[src/rtl/drp_responder.sv]
// drp_responder: DRP-style register slave with fixed response latency.
//   clk_usb, reset_i          : clock, synchronous active-high reset
//   drp_addr/den/dwe/din      : request (one-cycle strobe, write qualifier, data)
//   drp_dout, drp_drdy        : read data (held between reads), completion pulse
//   status_i                  : read-only status word at address 7'h7F
//   cfg_o                     : flat register bank, register k at [k*16 +: 16]
//   wr_strobe_o, wr_addr_o    : committed-write pulse and address of last write
//   err_o, err_clear_i        : sticky errors {bad address, overlap}, clear
module drp_responder #(
  parameter int unsigned pNUM_REGS  = 32,
  parameter int unsigned pLATENCY   = 3,
  parameter logic [15:0] pRESET_VAL = 16'h0000
) (
  input  logic                     clk_usb,
  input  logic                     reset_i,
  input  logic [6:0]               drp_addr,
  input  logic                     drp_den,
  input  logic                     drp_dwe,
  input  logic [15:0]              drp_din,
  output logic [15:0]              drp_dout,
  output logic                     drp_drdy,
  input  logic [15:0]              status_i,
  output logic [pNUM_REGS*16-1:0]  cfg_o,
  output logic                     wr_strobe_o,
  output logic [6:0]               wr_addr_o,
  output logic [1:0]               err_o,
  input  logic                     err_clear_i
);

  localparam int unsigned AW          = (pNUM_REGS > 1) ? $clog2(pNUM_REGS) : 1;
  localparam logic [6:0]  STATUS_ADDR = 7'h7F;
  // WAIT spans pLATENCY-1 cycles; the counter expires at zero.
  localparam logic [3:0]  CNT_LOAD    = (pLATENCY >= 2) ? 4'(pLATENCY - 2) : 4'd0;

  typedef enum logic [1:0] {IDLE, WAIT, DONE} state_t;

  state_t      state, state_nxt;
  logic [3:0]  cnt, cnt_nxt;
  logic        accept_c, overlap_c, enter_done_c;

  logic [6:0]  req_addr;
  logic        req_we;
  logic [15:0] req_din;

  logic [6:0]  cmt_addr_c;
  logic        cmt_we_c;
  logic [15:0] cmt_din_c;
  logic        in_range_c, bad_addr_c;

  logic [15:0] regs [pNUM_REGS];

  // State register
  always_ff @(posedge clk_usb) begin
    if (reset_i) begin
      state <= IDLE;
      cnt   <= 4'd0;
    end else begin
      state <= state_nxt;
      cnt   <= cnt_nxt;
    end
  end

  // Next-state, latency counter and accept/overlap decode
  always_comb begin
    state_nxt = state;
    cnt_nxt   = cnt;
    accept_c  = 1'b0;
    overlap_c = 1'b0;
    case (state)
      IDLE, DONE: begin
        state_nxt = IDLE;
        if (drp_den) begin
          accept_c = 1'b1;
          if (pLATENCY == 1) begin
            state_nxt = DONE;
          end else begin
            state_nxt = WAIT;
            cnt_nxt   = CNT_LOAD;
          end
        end
      end
      WAIT: begin
        overlap_c = drp_den;
        if (cnt == 4'd0) state_nxt = DONE;
        else             cnt_nxt   = cnt - 4'd1;
      end
      default: state_nxt = IDLE;
    endcase
  end

  // Request capture
  always_ff @(posedge clk_usb) begin
    if (reset_i) begin
      req_addr <= 7'd0;
      req_we   <= 1'b0;
      req_din  <= 16'd0;
    end else if (accept_c) begin
      req_addr <= drp_addr;
      req_we   <= drp_dwe;
      req_din  <= drp_din;
    end
  end

  // With single-cycle latency the commit happens on the accept edge, so use live inputs
  assign cmt_addr_c   = accept_c ? drp_addr : req_addr;
  assign cmt_we_c     = accept_c ? drp_dwe  : req_we;
  assign cmt_din_c    = accept_c ? drp_din  : req_din;
  assign enter_done_c = (state_nxt == DONE);
  assign in_range_c   = (cmt_addr_c < 7'(pNUM_REGS));
  assign bad_addr_c   = enter_done_c && !in_range_c && (cmt_addr_c != STATUS_ADDR);

  // Commit, read data, completion pulses and sticky errors
  always_ff @(posedge clk_usb) begin
    if (reset_i) begin
      drp_drdy    <= 1'b0;
      drp_dout    <= 16'h0000;
      wr_strobe_o <= 1'b0;
      wr_addr_o   <= 7'd0;
      err_o       <= 2'b00;
      for (int k = 0; k < int'(pNUM_REGS); k++) regs[k] <= pRESET_VAL;
    end else begin
      drp_drdy    <= enter_done_c;
      wr_strobe_o <= 1'b0;
      if (enter_done_c) begin
        if (in_range_c) begin
          if (cmt_we_c) begin
            regs[cmt_addr_c[AW-1:0]] <= cmt_din_c;
            wr_strobe_o              <= 1'b1;
            wr_addr_o                <= cmt_addr_c;
          end else begin
            drp_dout <= regs[cmt_addr_c[AW-1:0]];
          end
        end else if (cmt_addr_c == STATUS_ADDR) begin
          if (!cmt_we_c) drp_dout <= status_i;
        end else if (!cmt_we_c) begin
          drp_dout <= 16'h0000;
        end
      end
      // A set event in the same cycle as a clear wins
      err_o <= (err_clear_i ? 2'b00 : err_o) | {bad_addr_c, overlap_c};
    end
  end

  // Flatten register bank
  for (genvar k = 0; k < int'(pNUM_REGS); k++) begin : g_cfg
    assign cfg_o[k*16 +: 16] = regs[k];
  end

endmodule

[config.mk]
export PLATFORM = sky130hd
export DESIGN_NAME = drp_responder
export DESIGN_NICKNAME = d
export VERILOG_FILES = /design/src/rtl/drp_responder.sv
export SDC_FILE = /design/constraint.sdc
export NUM_CORES = 1
export LEC_CHECK = 0
export ABC_AREA = 1
export ABC_CLOCK_PERIOD_IN_PS = 8240
export CORE_AREA = 2 2 229 231
export DETAILED_ROUTE_END_ITERATION = 7
export DIE_AREA = 0 0 231 233
export HOLD_SLACK_MARGIN = 0.1
export PLACE_DENSITY = 0.86
export SLEW_MARGIN = 40
export SYNTH_ARGS = -nofsm -noshare
export SYNTH_HDL_FRONTEND = slang
export SYNTH_SLANG_ARGS = --single-unit
[constraint.sdc]
create_clock -name clk_usb -period 8.24 [get_ports clk_usb]
set_clock_uncertainty 0.05 [all_clocks]
set_input_delay 1.648 -clock clk_usb [delete_from_list [all_inputs] [get_ports clk_usb]]
set_output_delay 1.648 -clock clk_usb [all_outputs]
set_load 0.05 [all_outputs]
### Yosys cells after proc, flatten, opt, wreduce, memory -nomap -nowiden

Memory sizes are Yosys's and may differ from the RTL's.
Index checks and enable logic that the tools add are counted.

* bits in registers: 57
* input port bits: 44
* memories kept: 1
* word-level logic and storage cells: 61
* output and inout port bits: 539
* RAM bits: 512

Memory list
* regs: depth 32, bits a word 16, rd ports 33, clocked after Yosys merged registers in 0, wr ports 32, RTL line 50 `logic [15:0] regs [pNUM_REGS];`

* order comparisons: 1
* mux-type cells: 28
* bitwise logic cells: 2
* add/subtract/negate cells: 1
* reduce and logical (&&, ||, !) cells: 11
* eq/ne operators: 7

Operators with widths (count)
* $mux 16: 7
* $reduce_or 16->1: 1
* $mux 1: 13
* $mux 4: 2
* $pmux 4 s2: 1
* $eq 7x7->1 const B: 1
* $lt 7x6->1 const B: 1
* $mux 7: 1
* $ne 7x7->1 const B: 1
* $reduce_and 3->1: 2
* $mux 5: 1
* $eq 2x2->1 const B: 2
* $logic_not 4->1: 1
* $mux 2: 2
* $ne 2x2->1 const B: 2
* $pmux 2 s2: 1
* $sub 4x1->4 const B: 1
* $eq 2x1->1 const B: 1
* $logic_and 1x1->1: 2
* $logic_not 2->1: 1
* $or 2x2->2: 1
* $reduce_and 2->1: 1
* $reduce_bool 2->1: 1
* $reduce_or 2->1: 1
* 2 further kinds: 2

### Depth between registers and ports, before layout

* word-level depth: 11
* mapped depth: 17
* depth with buffers taken out: 14

### Worst setup path before layout

Ideal clock, no wire load.

* path kind: input port to flip-flop
* start: input drp_den
* end: memory regs[11][0] (enable)
* setup slack: 4.135 ns
* cell stages on the path: 9
* buffers on the path: 1
* data required time: 7.818 ns
* data arrival time: 3.683 ns
* setup time: 0.372 ns
* cell sequence: nand2_2 -> mux2i_1 -> nand2_2 -> nor3_2 -> nand2_2 -> nor2_2 -> nand2_2 -> buf_2 -> nand2_1

RTL lines
* from (decl): RTL line 17 `input logic drp_den,`
* to (decl): RTL line 50

==> reports/qor_table.md <==
| Quantity | Reported | Unit |
|---|---|---|
| Type of destination of the critical path | flop | - |
| Final setup viols | 0 | - |
| Final-report hold violation count | 0 | - |
| Tightest slew margin relative to the limit | 0.395 | - |
| Number of instances in the synthesized netlist | 2999 | - |
| Static leakage power | 14.3 | nW |
| Leading cell type in the layout, fill and taps excluded | sky130_fd_sc_hd__nand2_1 | - |
| Clk buf depth | 3 | - |
| Synthesis-stage register bit count | 569 | - |
| Unique cell type count in the Yosys netlist | 23 | - |
| Violated checks | DRC | - |
| Placement-stage cell area | 32800 | sq um |
| Tightest Hold Check Type | flop to flop | - |
| Worst Max-Slew Pin Slew | 0.907 | ns |
| Multiplexer area fraction after synthesis | 0.00684 | - |
| Initial DRC count | 4312 | - |
| Largest net degree at the start of global routing | 91 | - |
| Cell type with the largest total area after synthesis | sky130_fd_sc_hd__edfxtp_1 | - |
| Minimum setup slack after placement | 1.93 | ns |
| Peak supply drop | 0.160 | mV |
| Async S/R FF share, synth | 0 | - |
| Source-to-sink clock delay at the later pin of the worst-skew pair | 0.62 | ns |
| Top flip-flop cell by instance count after synthesis | sky130_fd_sc_hd__edfxtp_1 | - |
| Final HPWL from detailed placement | 75.0 | mm |
| Wire length of the first global-routing pass | 153 | mm |
| Final core occ | 0.679 | - |
| Buffer cell driving the clock tree root | sky130_fd_sc_hd__clkbuf_16 | - |
| Routing usage on met3 | 0.106 | - |
| Vias | 24963 | - |
| Delay contributed by the slowest stage of the critical path | 0.64 | ns |
| Number of remaining DRC errors | 2 | - |
| Die extent in y | 233 | um |
| Crit path kind | input port to flop | - |
| Worst-path maximum fanout | 63 | - |
| Sum Neg Setup Slack | 0 | ns |
| Minimum period implied by the final worst setup slack | 5.80 | ns |
| Net count reported at finish | 3503 | - |
| Setup repair after global routing missed its margin | no | - |
| Synthesis Warnings | 0 | - |
| Post-cts repair resize count | 0 | - |
| Total gr overflow | 0 | - |
| Seq/Total Area, Yosys | 0.627 | - |
| Met1 demand-to-capacity share in global routing | 0.485 | - |
| Layout cell share with drive strength beyond 1 | 0.0551 | - |
| Synth Area in Simple Gates | 0.316 | - |
| Routing layer with the top usage in global route | met2 | - |
| Number of flops mapped to enable cells by yosys | 512 | - |
| Portion of synthesized cell area occupied by the leading cell type | 0.583 | - |
| Layout-stage area growth over the synthesis result | 31.5 | % |
| Width of the die | 231 | um |
| Result of the run | complete, but fails checks | - |
| Power density cells | 216 | nW/um^2 |
| Initial Util | 0.516 | - |
| Post-CTS Hold Fix Bufs | 0 | - |
| Required arrival time at the worst endpoint | 8.43 | ns |
| Cell Chain, Critical Path | clkdlybuf4s50_1 -> nand2_2 -> buf_4 -> nand2_4 -> nand2_4 -> nand2_1 -> nor2_4 -> nand2_2 -> nand2_1 | - |
| Cts bufs inserted | 54 | - |
| Slowest cell on the critical path | sky130_fd_sc_hd__nand2_1 | - |
| First-pass DRT Iterations | 8 | - |
| Total Routing Usage GR | 0.398 | - |
| Element type at the critical path start | input port | - |
| H-Tree Level Count | 2 | - |
| Number of standard cells in the layout, taps in and fillers out | 4184 | - |
| Fmax | 0.172 | GHz |
| Largest cells by area after synthesis | sky130_fd_sc_hd__edfxtp_1, sky130_fd_sc_hd__nand2_1, sky130_fd_sc_hd__nor2_1, sky130_fd_sc_hd__nand3_1, sky130_fd_sc_hd__dfxtp_1 | - |
| Vias in the first global route | 23148 | - |
| Vias/cell | 5.97 | - |
| Number of nets still failing antenna checks after routing | 0 | - |
| Reg clk slew, reported paths | 0.06 | ns |
| Syn avg cell area | 8.79 | sq um |
| GR Layer Usage met2 | 0.632 | - |
| Placement row count | 83 | - |
| Worst setup margin | 2.44 | ns |
| Portion of the clock cycle consumed by the worst path in the final layout | 0.704 | - |
| Net count after synthesis | 3045 | - |
| Floorplan die area | 53800 | sq um |
| Weighted congestion at the end of routability-driven global placement | 0.957 | - |
| Final Max Slew Viols | 0 | - |
| Routed wirelength normalized by instance count | 26.3 | um |
| Max capacitance violation total | 0 | - |
| Number of antenna violations at the first check in global routing | 2 | - |
| PnR Total Power | 7.47 | mW |
| Hold_ws | 0.418 | ns |
| CTS tree | yes | - |
| Wire length after detailed routing | 110 | mm |
| Arrival @ worst endpoint | 5.99 | ns |
| Synth Area in Adders | 0.000949 | - |
| Combinational family with the most area after synthesis | simple AND/OR/NAND/NOR gates | - |
| XOR/XNOR Fraction of Synth Area | 0 | - |
| Port Buffer Count | 582 | - |
| Post-Layout Inst Area | 34700 | sq um |
| Instance count after placement with tap cells included | 4081 | - |
| Cell area after technology mapping | 26400 | sq um |
| Core Box Area | 51100 | sq um |
| # clock sinks | 569 | - |
| Count of boundary I/O pins | 583 | - |
| Number of setup buffers added after CTS | 0 | - |
| Commonest cells after routing, fill and taps aside | sky130_fd_sc_hd__nand2_1, sky130_fd_sc_hd__clkdlybuf4s50_1, sky130_fd_sc_hd__nor2_1 | - |
| Post-synthesis compound-gate area fraction | 0.0104 | - |
[registers in the layout, indices dropped and copies added (netlist names)]
name and count:
regs 512, state 2, req_addr 7, wr_addr_o 7, wr_strobe_o 1, req_din 16, drp_dout 16, cnt 4
err_o 2, req_we 1, drp_drdy 1
[logic make-up (layout without fill, tap and decap cells)]
logic type	Yosys count	in the layout
AND/OR/NAND/NOR	2096	2096
AO/OA/AOI/OAI	53	53
other	0	1
multiplexers	18	18
flip-flops	569	569
buffers and inverters	261	765
adder cells (fa/ha/maj)	2	2
[report_power, final]
part / switching (mW) / total, mW / internal, mW
combinational: 1.13 / 1.48 / 0.358
sequential: 0.103 / 3.35 / 3.25
clock: 1.10 / 2.64 / 1.54
total: 2.33 / 7.47 / 5.14
[cell type report]
| cell class | instances | area (sq um) |
|---|---|---|
| Multi-Input combinational cell | 2169 | 9120 |
| Fill cell | 3814 | 16400 |
| Antenna cell | 1 | 2.50 |
| Clock inverter | 24 | 292 |
| Sequential cell | 569 | 16500 |
| Inverter | 39 | 149 |
| Clock buffer | 78 | 1570 |
| Tap cell | 680 | 851 |
| Timing Repair Buffer | 624 | 6180 |
[synth_stat cells, drive strengths merged (14+ instances only)]
library cell / instances
dfxtp: 57
a21oi: 25
inv: 37
nor3: 14
edfxtp: 512
mux2i: 18
nand3: 252
o21ai: 23
nand2: 1247
nor2: 583
clkbuf: 165
buf: 57
[metal layers]
metal  vias to the layer above  wire [um]  share of wire
met3                       587      17200           0.16
met2                      2445      49900           0.45
met5                         -          0              0
met1                     11318      34600           0.31
met4                         0       8490          0.077
li1                      10613          -              -
[worst max-delay path: cells and delay by family]
| kind | cells | cell delay, ns |
|---|---|---|
| buf+inv | 2 | 1.13 |
| simple gates | 7 | 3.19 |
[final timing paths]
path	cells after the start	startpoint	slack, ns	end
max	9	drp_den	2.44	regs[23][12]$_SDFFCE_PN0P_
min	2	wr_addr_o[5]$_SDFFE_PP0P_	0.42	wr_addr_o[5]$_SDFFE_PP0P_
max reg2reg	9	state[0]$_SDFF_PP0_	3.64	regs[23][12]$_SDFFCE_PN0P_
min reg2reg	2	wr_addr_o[5]$_SDFFE_PP0P_	0.42	wr_addr_o[5]$_SDFFE_PP0P_
Power figures use the tool's default switching activity.
